`src/rtl/rr_arb4_defs_pkg.sv`:
```
// Shared constants and index helper for the four-way round-robin arbitration stage.
package rr_arb4_defs;

  localparam int RR_N      = 4;
  localparam int RR_IDX_W  = 2;
  localparam int RR_DATA_W = 32;

  function automatic logic [RR_IDX_W-1:0] rr_next_idx(input logic [RR_IDX_W-1:0] idx);
    return idx + 2'd1;
  endfunction

endpackage

```
`src/rtl/rr_arb4_stage_mux.sv`:
```
// Shared 4:1 word mux feeding the arbitration stage's output register.
module Mux4to1_32b
  import rr_arb4_defs::*;
(
  input  logic [RR_IDX_W-1:0]  S,
  input  logic [RR_DATA_W-1:0] I0,
  input  logic [RR_DATA_W-1:0] I1,
  input  logic [RR_DATA_W-1:0] I2,
  input  logic [RR_DATA_W-1:0] I3,
  output logic [RR_DATA_W-1:0] Y
);

  always_comb begin
    unique case (S)
      2'd0:    Y = I0;
      2'd1:    Y = I1;
      2'd2:    Y = I2;
      default: Y = I3;
    endcase
  end

endmodule

```
`src/rtl/rr_arb4_stage.sv`:
```
// Four-requester round-robin arbiter with a registered single-entry valid/ready output.
// Optional ownership locking is enabled by defining RR_ARB4_LOCK_EN.
module rr_arb4_stage
  import rr_arb4_defs::*;
#(
  parameter logic [RR_IDX_W-1:0] PTR_RESET = 2'd0
) (
  input  logic                 clk,
  input  logic                 rst,
  input  logic [RR_N-1:0]      req_valid,
`ifdef RR_ARB4_LOCK_EN
  input  logic [RR_N-1:0]      req_lock,
`endif
  output logic [RR_N-1:0]      req_ready,
  input  logic [RR_DATA_W-1:0] req_data0,
  input  logic [RR_DATA_W-1:0] req_data1,
  input  logic [RR_DATA_W-1:0] req_data2,
  input  logic [RR_DATA_W-1:0] req_data3,
  output logic [RR_IDX_W-1:0]  mux_sel,
  output logic                 out_valid,
  input  logic                 out_ready,
  output logic [RR_DATA_W-1:0] out_data,
  output logic [RR_IDX_W-1:0]  out_src
);

  logic [RR_IDX_W-1:0]  ptr;
  logic [RR_IDX_W-1:0]  gnt;
  logic [RR_IDX_W-1:0]  gnt_dflt;
  logic [RR_IDX_W-1:0]  idx;
  logic [RR_N-1:0]      elig;
  logic                 found;
  logic                 any_elig;
  logic                 can_accept;
  logic                 xfer;
  logic [RR_DATA_W-1:0] mux_y;

`ifdef RR_ARB4_LOCK_EN
  logic                 lock_act;
  logic [RR_IDX_W-1:0]  lock_own;
`endif

  // While a lock is held only the owner may win; otherwise search from ptr.
  always_comb begin
    elig     = req_valid;
    gnt_dflt = ptr;
`ifdef RR_ARB4_LOCK_EN
    if (lock_act) begin
      elig     = req_valid & (4'b0001 << lock_own);
      gnt_dflt = lock_own;
    end
`endif
    gnt   = gnt_dflt;
    found = 1'b0;
    idx   = ptr;
    for (int k = 0; k < RR_N; k++) begin
      idx = ptr + k[RR_IDX_W-1:0];
      if (!found && elig[idx]) begin
        gnt   = idx;
        found = 1'b1;
      end
    end
  end

  assign any_elig   = |elig;
  assign can_accept = !out_valid || out_ready;
  assign xfer       = !rst && can_accept && any_elig;
  assign req_ready  = xfer ? (4'b0001 << gnt) : 4'b0000;
  assign mux_sel    = (|req_valid) ? gnt : ptr;

  Mux4to1_32b u_mux (
    .S  (mux_sel),
    .I0 (req_data0),
    .I1 (req_data1),
    .I2 (req_data2),
    .I3 (req_data3),
    .Y  (mux_y)
  );

  // A reload and a drain in the same cycle keep out_valid high for full throughput.
  always_ff @(posedge clk) begin
    if (rst) begin
      out_valid <= 1'b0;
      out_data  <= '0;
      out_src   <= '0;
      ptr       <= PTR_RESET;
`ifdef RR_ARB4_LOCK_EN
      lock_act  <= 1'b0;
      lock_own  <= '0;
`endif
    end else if (xfer) begin
      out_valid <= 1'b1;
      out_data  <= mux_y;
      out_src   <= gnt;
`ifdef RR_ARB4_LOCK_EN
      if (req_lock[gnt]) begin
        lock_act <= 1'b1;
        lock_own <= gnt;
      end else begin
        lock_act <= 1'b0;
        ptr      <= rr_next_idx(gnt);
      end
`else
      ptr       <= rr_next_idx(gnt);
`endif
    end else if (out_ready) begin
      out_valid <= 1'b0;
    end
  end

endmodule

```
`config.mk`:
```
export PLATFORM = sky130hd
export DESIGN_NAME = rr_arb4_stage
export DESIGN_NICKNAME = d
export VERILOG_FILES = /design/src/rtl/rr_arb4_defs_pkg.sv /design/src/rtl/rr_arb4_stage_mux.sv /design/src/rtl/rr_arb4_stage.sv
export SDC_FILE = /design/constraint.sdc
export NUM_CORES = 1
export LEC_CHECK = 0
export ABC_AREA = 1
export BUFFER_PORTS_ARGS = -buffer_cell sky130_fd_sc_hd__buf_2
export CAP_MARGIN = 25
export CORE_MARGIN = 5
export CORE_UTILIZATION = 37
export DETAILED_ROUTE_END_ITERATION = 12
export GPL_ROUTABILITY_DRIVEN = 0
export PLACE_DENSITY = 0.77
export SYNTH_ARGS = -nofsm -noshare
export SYNTH_HDL_FRONTEND = slang
export SYNTH_SLANG_ARGS = --single-unit
```
`constraint.sdc`:
```
create_clock -name clk -period 2.23 [get_ports clk]
set_input_delay 0.223 -clock clk [delete_from_list [all_inputs] [get_ports clk]]
set_output_delay 0.223 -clock clk [all_outputs]
set_load 0.1 [all_outputs]
```
# Yosys cells after proc, flatten, opt, wreduce, memory -nomap -nowiden

Cells that the tools add are included.

Flip-flop bits (word level): 37
Output and inout bits: 41
Word-level logic and storage cells: 48

$add $sub $neg: 4
Order comparisons: 4
Equality and inequality tests: 2
Shift-type cells: 1
Multiplexer cells: 19
Reduce and logical (&&, ||, !) cells: 14

Operators by type and width:

| cell                                                                         | count |
|---|---|
| 32-bit one-hot mux with 3 select lines                                       | 1 |
| 2-bit by 3-bit less-than comparator with 1-bit output, second input constant | 4 |
| 1-bit 2-to-1 mux                                                             | 9 |
| 1-bit binary-select mux with 2-bit select                                    | 4 |
| 2-bit 2-to-1 mux                                                             | 4 |
| 1-bit logical AND                                                            | 5 |
| 1-bit zero test                                                              | 5 |
| 2-bit by 1-bit adder with 2-bit output, second input constant                | 2 |
| 2-bit adder, second input constant                                           | 2 |
| 4-bit 2-to-1 mux                                                             | 1 |
| 4-bit OR reduction                                                           | 1 |
| 1-bit by 2-bit << shifter with 4-bit output, first input constant            | 1 |
| 2-bit by 1-bit equality test with 1-bit output, second input constant        | 1 |
| 2-bit equality test, second input constant                                   | 1 |
| 2-bit zero test                                                              | 1 |
| 2-bit nonzero test                                                           | 1 |
| 1-bit logical OR                                                             | 1 |

# Logic depth before layout (Yosys ltp)

Gate-level depths: netlist (run 1).

Depth in word-level cells: 15
Mapped depth: 18
Mapped depth without buffers: 17

# By module

Synthesis (run 1) repeated with hierarchy kept, for this count alone.

Cells, all modules: 441
Area, all modules: 2840.2 um2

Modules (own cells, without submodules):

| module        | times used | cells each | area an instance (um2) | sequential area each (um2) |
|---|---|---|---|---|
| rr_arb4_stage | 1          | 255        | 1761.7                 | 740.7 |
| Mux4to1_32b   | 1          | 186        | 1078.5                 | 0.0 |

# Least setup slack after synthesis (run 1)

No wires, ideal clock.

Kind: register -> output
Start point: register ptr[0], in the netlist gnt_dflt[0]
End point: output port req_ready[1]
Data arrival time: 2.842 ns
Data required time: 2.007 ns
Setup slack: -0.835 ns
Stages on the path, launching flop included: 15
Path through: dfxtp_1 buf_4 nand2_1 nand2_1 nand2_1 nand2_1 nor2_4 nand2_1 nand2_1 nand3_1 nand2_4 buf_2 ha_1 inv_1 nor2_1

Word-level cells in the longest chain between the ends: 14
Elaborated cells on any way between the ends: 25
Those cells by class: add/sub: 3; shift: 1; mux: 15; reduce/logical: 6

Ends and longest elaborated chain:

| element                                                                                         | line                 | source |
|---|---|---|
| start: declaration                                                                              | rr_arb4_stage.sv:26  | `logic [RR_IDX_W-1:0] ptr;` |
| start signal: assignment                                                                        | rr_arb4_stage.sv:103 | `ptr <= rr_next_idx(gnt);` |
| parallel branches: the longest is 11 deep, another holds 2-bit by 1-bit adder with 2-bit output | --                   |  |
| 2-bit 2-to-1 mux (*)                                                                            | rr_arb4_stage.sv:57  | `if (!found && elig[idx]) begin` |
| 1-bit by 2-bit << shifter with 4-bit output (*)                                                 | rr_arb4_stage.sv:67  | `assign req_ready = xfer ? (4'b0001 << gnt) : 4'b0000;` |
| 4-bit 2-to-1 mux (*)                                                                            | rr_arb4_stage.sv:67  |  |
| end: declaration                                                                                | rr_arb4_stage.sv:14  | `output logic [RR_N-1:0] req_ready,` |

Mark *: on every way between the ends. The select of a mux whose other input is x is not followed.

# Final worst setup path (run 1)

Start point: register ptr[0], in the netlist gnt_dflt[0]
End point: output port req_ready[3]

The elaborated chain is that of the path after synthesis.

==> results by group, run 1 <==
Outcome
  – Status: finished with violations
  – Violated checks: negative setup slack

Clock network
  – CTS tree: done
  – Clk_lat worst skew: 290 ps
  – CTS max path bufs: 2
  – CTS sink count: 37
  – CTS HTree Levels: 2
  – # hold bufs at CTS: 0
  – CTS buffer count: 5
  – Clock transition at the registers of the reported paths: 80 ps
  – Clk root buf: clkbuf_8

Finish
  – P&R area growth vs syn: 49.7%
  – Fin cells: 764
  – Antenna Diode Count: 0
  – Register Area: 747 sq um
  – Area of the multi-input gates: 0.00183 sq mm
  – Design area: 0.00429 sq mm
  – Layout cells sized above 1: 0.409
  – Number of nets in the layout: 800
  – Fill count: 766
  – Core Util, Final: 0.561

Critical path
  – Largest fanout on the critical path: 8
  – Worst EP required: 2010 ps
  – Setup CP Type: reg -> out
  – Worst R2R Path Depth: 18
  – Crit path max-delay family: simple AND/OR/NAND/NOR gates
  – Reg2reg end: out_data[1]$_SDFFE_PP0P_
  – CP endpoint kind: primary output
  – Cells along the critical path: buf_6 > nand2_2 > nand2_2 > nand2_2 > nand2_4 > nor2_4 > nand2_2 > nand2_2 > nand2_2 > nand2_2 > nand2_4 > inv_6 > ha_4 > inv_2 > nor2_4 > buf_12
  – Most common cell on crit path: nand2_2
  – R2R Setup Slk: 80 ps
  – CP bufs+invs: 4
  – Slowest CP cell: dfxtp_2
  – Slowest cell delay on critical path: 330 ps
  – CP arrival: 2170 ps
  – Worst R2R Start: gnt_dflt[0]$_SDFFE_PP0P_
  – Startpoint Class: flip-flop

Yosys
  – FFs w/ async S/R, synth: 0
  – Seq/Total Area, Yosys: 0.259
  – Synth area leaders: dfxtp_1 26%, nand2_1 22%, nand3_1 13%
  – Number of synthesized flops with an enable pin: 0
  – Main synth FF type: dfxtp_1
  – Dominant cell type by area after synthesis: dfxtp_1
  – Register bit total from synthesis: 37
  – Syn_area_per_cell: 5.87 sq um
  – Post-synth top area share: 0.259
  – Most frequent cells after synthesis: 166 x nand2_1, 77 x nand3_1, 57 x a21oi_1, 57 x inv_1, 37 x dfxtp_1
  – Synth Net Count: 627
  – Synthesized instance count: 488
  – Ys Warns: 0
  – Count leader, synth: nand2_1
  – Mapped Area: 0.00286 sq mm
  – Synth cell types: 24

STA
  – RSZ-0062 raised after global routing: true
  – Setup TNS: -726 ps
  – F_max: 0.417 GHz
  – # setup viols final: 5
  – Slew at the pin closest to its max-slew limit: 525 ps
  – Part of the cycle the worst path needs: 1.07
  – Max-slew violations: 0
  – Hold Slack: 265 ps
  – Min Tclk post-route: 2400 ps
  – Final hold violation count: 0
  – Setup Skew: 11.5 ps
  – Rel. slew slack: 0.653
  – Final setup margin: -165 ps

Drt
  – Drt first pass iters: 4
  – Vias per Instance: 4.98
  – Iteration-0 DRC Markers: 143
  – DR WL/cell: 13.9 um
  – DRC: 0
  – Drt total wl: 10.6 mm
  – Via count: 3,808
  – Antenna Nets Post-Route: 0

Place
  – DP Area: 0.00396 sq mm
  – Pre-CTS setup slack: -4.57 ps
  – Placed cells: 746
  – I/O Buffers: 175
  – Post-DP HPWL: 7.97 mm

Global routing
  – Largest net degree at the start of global routing: 36
  – Overall Global Routing Usage: 0.201
  – Overflow after GRT: 0
  – First-pass GRT wire length: 16.1 mm
  – Vias in the first global route: 3,575
  – Initial antenna violation count: 0

Floorplan
  – Die ar.: 0.00960 sq mm
  – Die height: 98.0 um
  – Row count: 32
  – Starting Density: 0.375
  – Core area: 0.00765 sq mm
  – Ports: 176
  – Die width: 98.0 um

Run
  – MaxCap Viol Count: 0

Power
  – Worst vdd ir: 802 uV
  – Leakage Power: 2.33 nW
  – Power, Total: 6.15 mW
  – Power density over cell area: 1430 mW/mm^2

Min path
  – Hold EP: out_data[18]$_SDFFE_PP0P_
  – Worst Hold Class: in -> reg
  – Hold Path Stages: 5
  – Min-Delay Startpoint: req_data2[18]
-- sequential cells by signal, summed over array words and instances, names as in the netlist --
signal     cells
gnt_dflt       2
out_valid      1
out_data      32
out_src        2
-- power breakdown --
part / internal [mW] / switching [mW] / total [mW]
Clock: 0.216 / 0.250 / 0.465
Combinational: 1.42 / 3.33 / 4.75
Sequential: 0.837 / 0.0970 / 0.934
-- cells in the final DEF (no fill, tap or decap), types with 4 or more instances in the layout --
cell,synthesis,final
buf_12,1,11
buf_2,11,169
nand3_1,77,75
a21oi_2,9,14
o21ai_0,23,22
a21oi_1,57,52
dfxtp_1,37,34
nand2_2,1,15
nand2_1,166,150
clkbuf_8,0,5
nand3_2,7,9
buf_4,4,15
inv_2,4,6
buf_6,2,4
nand2_4,2,4
nor2_4,2,7
inv_1,57,52
-- cell type report --
cell class | instances | area share
repair buffers | 200 | 0.291
well taps | 102 | 0.0298
flip-flops and latches | 37 | 0.174
multi-input cells | 356 | 0.428
inverters | 61 | 0.0569
clock buffers | 5 | 0.0160
clock inverters | 3 | 0.00409
-- what timing repair did --
action | in CTS | in global routing
setup buffers | 10 | 2
pin swaps | 4 | 13
gates resized for setup | 10 | 38
gates cloned | 0 | 2
setup endpoints to repair | 5 | 32
-- worst min-delay path, delay by kind of cell --
kind                   cells  cell delay (ps)
buffers and inverters      1               90
AND/OR/NAND/NOR            3              160
AO/OA/AOI/OAI              1               50
-- layer usage --
metal	track usage	wire, um	part of all wire
met2	0.358	5240	0.49
met5	0	0	0
met1	0.229	4020	0.38
met3	0.0664	1130	0.11
met4	0.0564	228	0.021
-- kinds of logic after synthesis --
group / after synthesis / share of synthesized area
compound gates: 89 / 0.167
fa+ha+maj: 4 / 0.0175
buf+inv: 95 / 0.149
flops: 37 / 0.259
simple gates: 263 / 0.407
-- worst max-delay path by stage --
stage | cells after the start | end | slack, ps | from
finish | 16 | req_ready[3] | -170 | gnt_dflt[0]$_SDFFE_PP0P_
global route | 16 | req_ready[3] | -290 | gnt_dflt[0]$_SDFFE_PP0P_
CTS | 16 | req_ready[2] | -130 | gnt_dflt[0]$_SDFFE_PP0P_
detailed placement | 15 | req_ready[0] | -5 | gnt_dflt[0]$_SDFFE_PP0P_
global placement | 14 | req_ready[0] | 120 | gnt_dflt[0]$_SDFFE_PP0P_
floorplan | 14 | req_ready[0] | 4 | gnt_dflt[0]$_SDFFE_PP0P_
Note: power is estimated with default switching activity, not from simulation.
==> inputs of run 2 (changes only) <==
Settings changed: CTS_BUF_LIST set to sky130_fd_sc_hd__clkbuf_4, PLACE_DENSITY 0.77 to not set, PLACE_DENSITY_LB_ADDON set to 0.25, SETUP_SLACK_MARGIN set to 0.02.
==> run 2 against run 1 <==
  * First-iteration DRC count down 30%
  * Cell count up 1.4%
  * Worst setup slack worse by 72 ps
  * Critical path type unchanged
  * Utilization up 3.1 points
  * Die area unchanged
  * Combinational power up 6.7%
  * Largest power group unchanged
  * Critical path depth down 1
  * The run still ends with negative setup slack left
  * Non-clock buffer count up 11
  * Cell area up 5.6%
  * Power up 5.4%
  * Clock skew up 2.6 ps
==> results by group, run 2 (same netlist as run 1, synthesis figures left out) <==
Drt
  – DR WL/cell: 14.2 um (+2.0%)
  – Vias per Instance: 4.99 (+0.11%)
  – Drt first pass iters: 4 (unchanged)
  – Via count: 3,867 (+1.5%)
  – Antenna Nets Post-Route: 0 (unchanged)
  – Iteration-0 DRC Markers: 100 (-30%)
  – DRC: 0 (unchanged)
  – Drt total wl: 11.0 mm (+3.5%)

STA
  – Min Tclk post-route: 2470 ps (+72.1 ps)
  – RSZ-0062 raised after global routing: true
  – Final hold violation count: 0 (unchanged)
  – F_max: 0.405 GHz (-2.9%)
  – Rel. slew slack: 0.653 (+0.000818)
  – Final setup margin: -238 ps (-72.1 ps)
  – Part of the cycle the worst path needs: 1.11 (+0.0323)
  – # setup viols final: 36 (+31)
  – Max-slew violations: 0 (unchanged)
  – Hold Slack: 211 ps (-54.5 ps)
  – Setup TNS: -2700 ps (-1970 ps)
  – Setup Skew: 14.2 ps (+2.62 ps)
  – Slew at the pin closest to its max-slew limit: 524 ps (-1.24 ps)

Global routing
  – Met1 GRT Util: 0.252 (+0.0226)
  – Met2 Track Usage GR: 0.366 (+0.00785)
  – Global route hottest layer: met2
  – Initial antenna violation count: 0 (unchanged)
  – Overall Global Routing Usage: 0.213 (+0.0117)
  – Largest net degree at the start of global routing: 35 (-2.8%)
  – First-pass GRT wire length: 17.1 mm (+6.2%)
  – Overflow after GRT: 0 (unchanged)
  – Vias in the first global route: 3,807 (+6.5%)
  – Met3 Use GR: 0.0629 (-0.00357)

Finish
  – Fin cells: 775 (+1.4%)
  – Reg with most FFs: out_data
  – Number of nets in the layout: 811 (+1.4%)
  – Design area: 0.00453 sq mm (+5.6%)
  – Commonest non-fill, non-tap cell in the layout: buf_2
  – Antenna Diode Count: 0 (unchanged)
  – Layout cells sized above 1: 0.453 (+0.0438)
  – Core Util, Final: 0.592 (+0.0313)
  – Max FFs per register: 32 (unchanged)
  – Commonest cells after routing, fill and taps aside: 169 x buf_2, 135 x nand2_1, 73 x nand3_1, 51 x inv_1, 51 x a21oi_1
  – Fill count: 737 (-3.8%)
  – P&R area growth vs syn: 58.1%

Outcome
  – Violated checks: negative setup slack
  – Status: finished with violations

Min path
  – Worst Hold Class: in -> reg

Critical path
  – CP arrival: 2240 ps (+70 ps)
  – Largest fanout on the critical path: 8 (unchanged)
  – Startpoint Class: flip-flop
  – CP endpoint kind: primary output
  – Crit path max-delay family: simple AND/OR/NAND/NOR gates
  – Setup CP Type: reg -> out
  – CP bufs+invs: 5 (+1)
  – Slowest cell delay on critical path: 380 ps (+50 ps)
  – Worst EP required: 2010 ps (about the same)
  – Slowest CP cell: dfxtp_4
  – Cells along the critical path: buf_8 > nand2_2 > nand2_1 > nand2_1 > nand2_2 > nor2_4 > buf_6 > nand2_2 > nand3_2 > nand2_4 > inv_8 > ha_4 > inv_2 > nor2_4 > buf_12
  – Most common cell on crit path: nand2_2

Power
  – Power density over cell area: 1430 mW/mm^2 (-0.16%)
  – Worst vdd ir: 607 uV (-24%)
  – Leakage Power: 2.43 nW (+4.2%)
  – Power, Total: 6.48 mW (+5.4%)

Clock network
  – CTS buffer count: 5 (unchanged)
  – CTS sink count: 37 (unchanged)
  – Clk_lat worst skew: 340 ps (+50 ps)
  – Clk root buf: clkbuf_4
  – CTS HTree Levels: 2 (unchanged)
  – CTS max path bufs: 2 (unchanged)
  – CTS tree: done
  – Clock transition at the registers of the reported paths: 120 ps (+40 ps)

Floorplan
  – Starting Density: 0.375 (unchanged)
  – Die height: 98.0 um (unchanged)
  – Core area: 0.00765 sq mm (unchanged)
  – Row count: 32 (unchanged)
  – Ports: 176 (unchanged)
  – Die ar.: 0.00960 sq mm (unchanged)
  – Die width: 98.0 um (unchanged)

Place
  – I/O Buffers: 175 (unchanged)
  – Pre-CTS setup slack: 81.7 ps (+86.2 ps)
  – DP Area: 0.00398 sq mm (+0.63%)
  – Placed cells: 749 (+0.40%)
  – Post-DP HPWL: 8.00 mm (+0.42%)

Run
  – MaxCap Viol Count: 0 (unchanged)
## run 2: cell count changes in the layout (fill, tap and decap cells not counted), sizes merged
cell / previous run / this run
clkinv: 2 / 1
buf: 199 / 210
clkbuf: 6 / 7
clkinvlp: 1 / 0
bufinv: 0 / 1
## run 2: area by class of cell
| cell class | count | area, sq um | share of cell area |
|---|---|---|---|
| Inverter | 61 | 246 | 0.0544 |
| Clock inverter | 2 | 33.8 | 0.00746 |
| Timing Repair Buffer | 211 | 1370 | 0.302 |
| Tap cell | 102 | 128 | 0.0282 |
| Clock buffer | 6 | 45.0 | 0.00995 |
| Sequential cell | 37 | 749 | 0.166 |
| Multi-Input combinational cell | 356 | 1960 | 0.433 |
## run 2: what timing repair did
| action | 4_1_cts | 5_1_grt |
|---|---|---|
| setup endpoints to repair | 5 | 38 |
| gates cloned | 0 | 2 |
| pin swaps | 8 | 28 |
| gates resized for setup | 18 | 83 |
| buffers inserted | 9 | 8 |
| hold buffers | 0 | 0 |
## run 2: worst min-delay path, cell delays in order
cell and delay [ps]:
buf_2 100, inv_1 40, a21oi_1 50, nand2_1 60
a21oi_1 50
## run 2: path summary, 6_finish.rpt
path,start,endpoint,slack (ps),depth (start not counted)
setup reg to reg,gnt_dflt[0]$_SDFFE_PP0P_,out_data[6]$_SDFFE_PP0P_,-130,19
hold / removal,req_data3[2],out_data[2]$_SDFFE_PP0P_,210,5
hold reg to reg,out_data[31]$_SDFFE_PP0P_,out_data[31]$_SDFFE_PP0P_,470,2
setup / recovery,gnt_dflt[0]$_SDFFE_PP0P_,req_ready[0],-240,15
## run 2: metal layers
layer  share of wire  routed length [um]  vias up
met4           0.020                 225        0
met5               0                   0        -
li1                -                   -     1926
met2            0.48                5240      176
met1            0.42                4580     1744
met3           0.086                 940       21
## run 2: where the power goes
group	switching, mW	total (mW)	internal, mW
clock	0.229	0.475	0.246
combinational	3.46	5.07	1.61
sequential	0.101	0.937	0.836
total	3.79	6.48	2.69
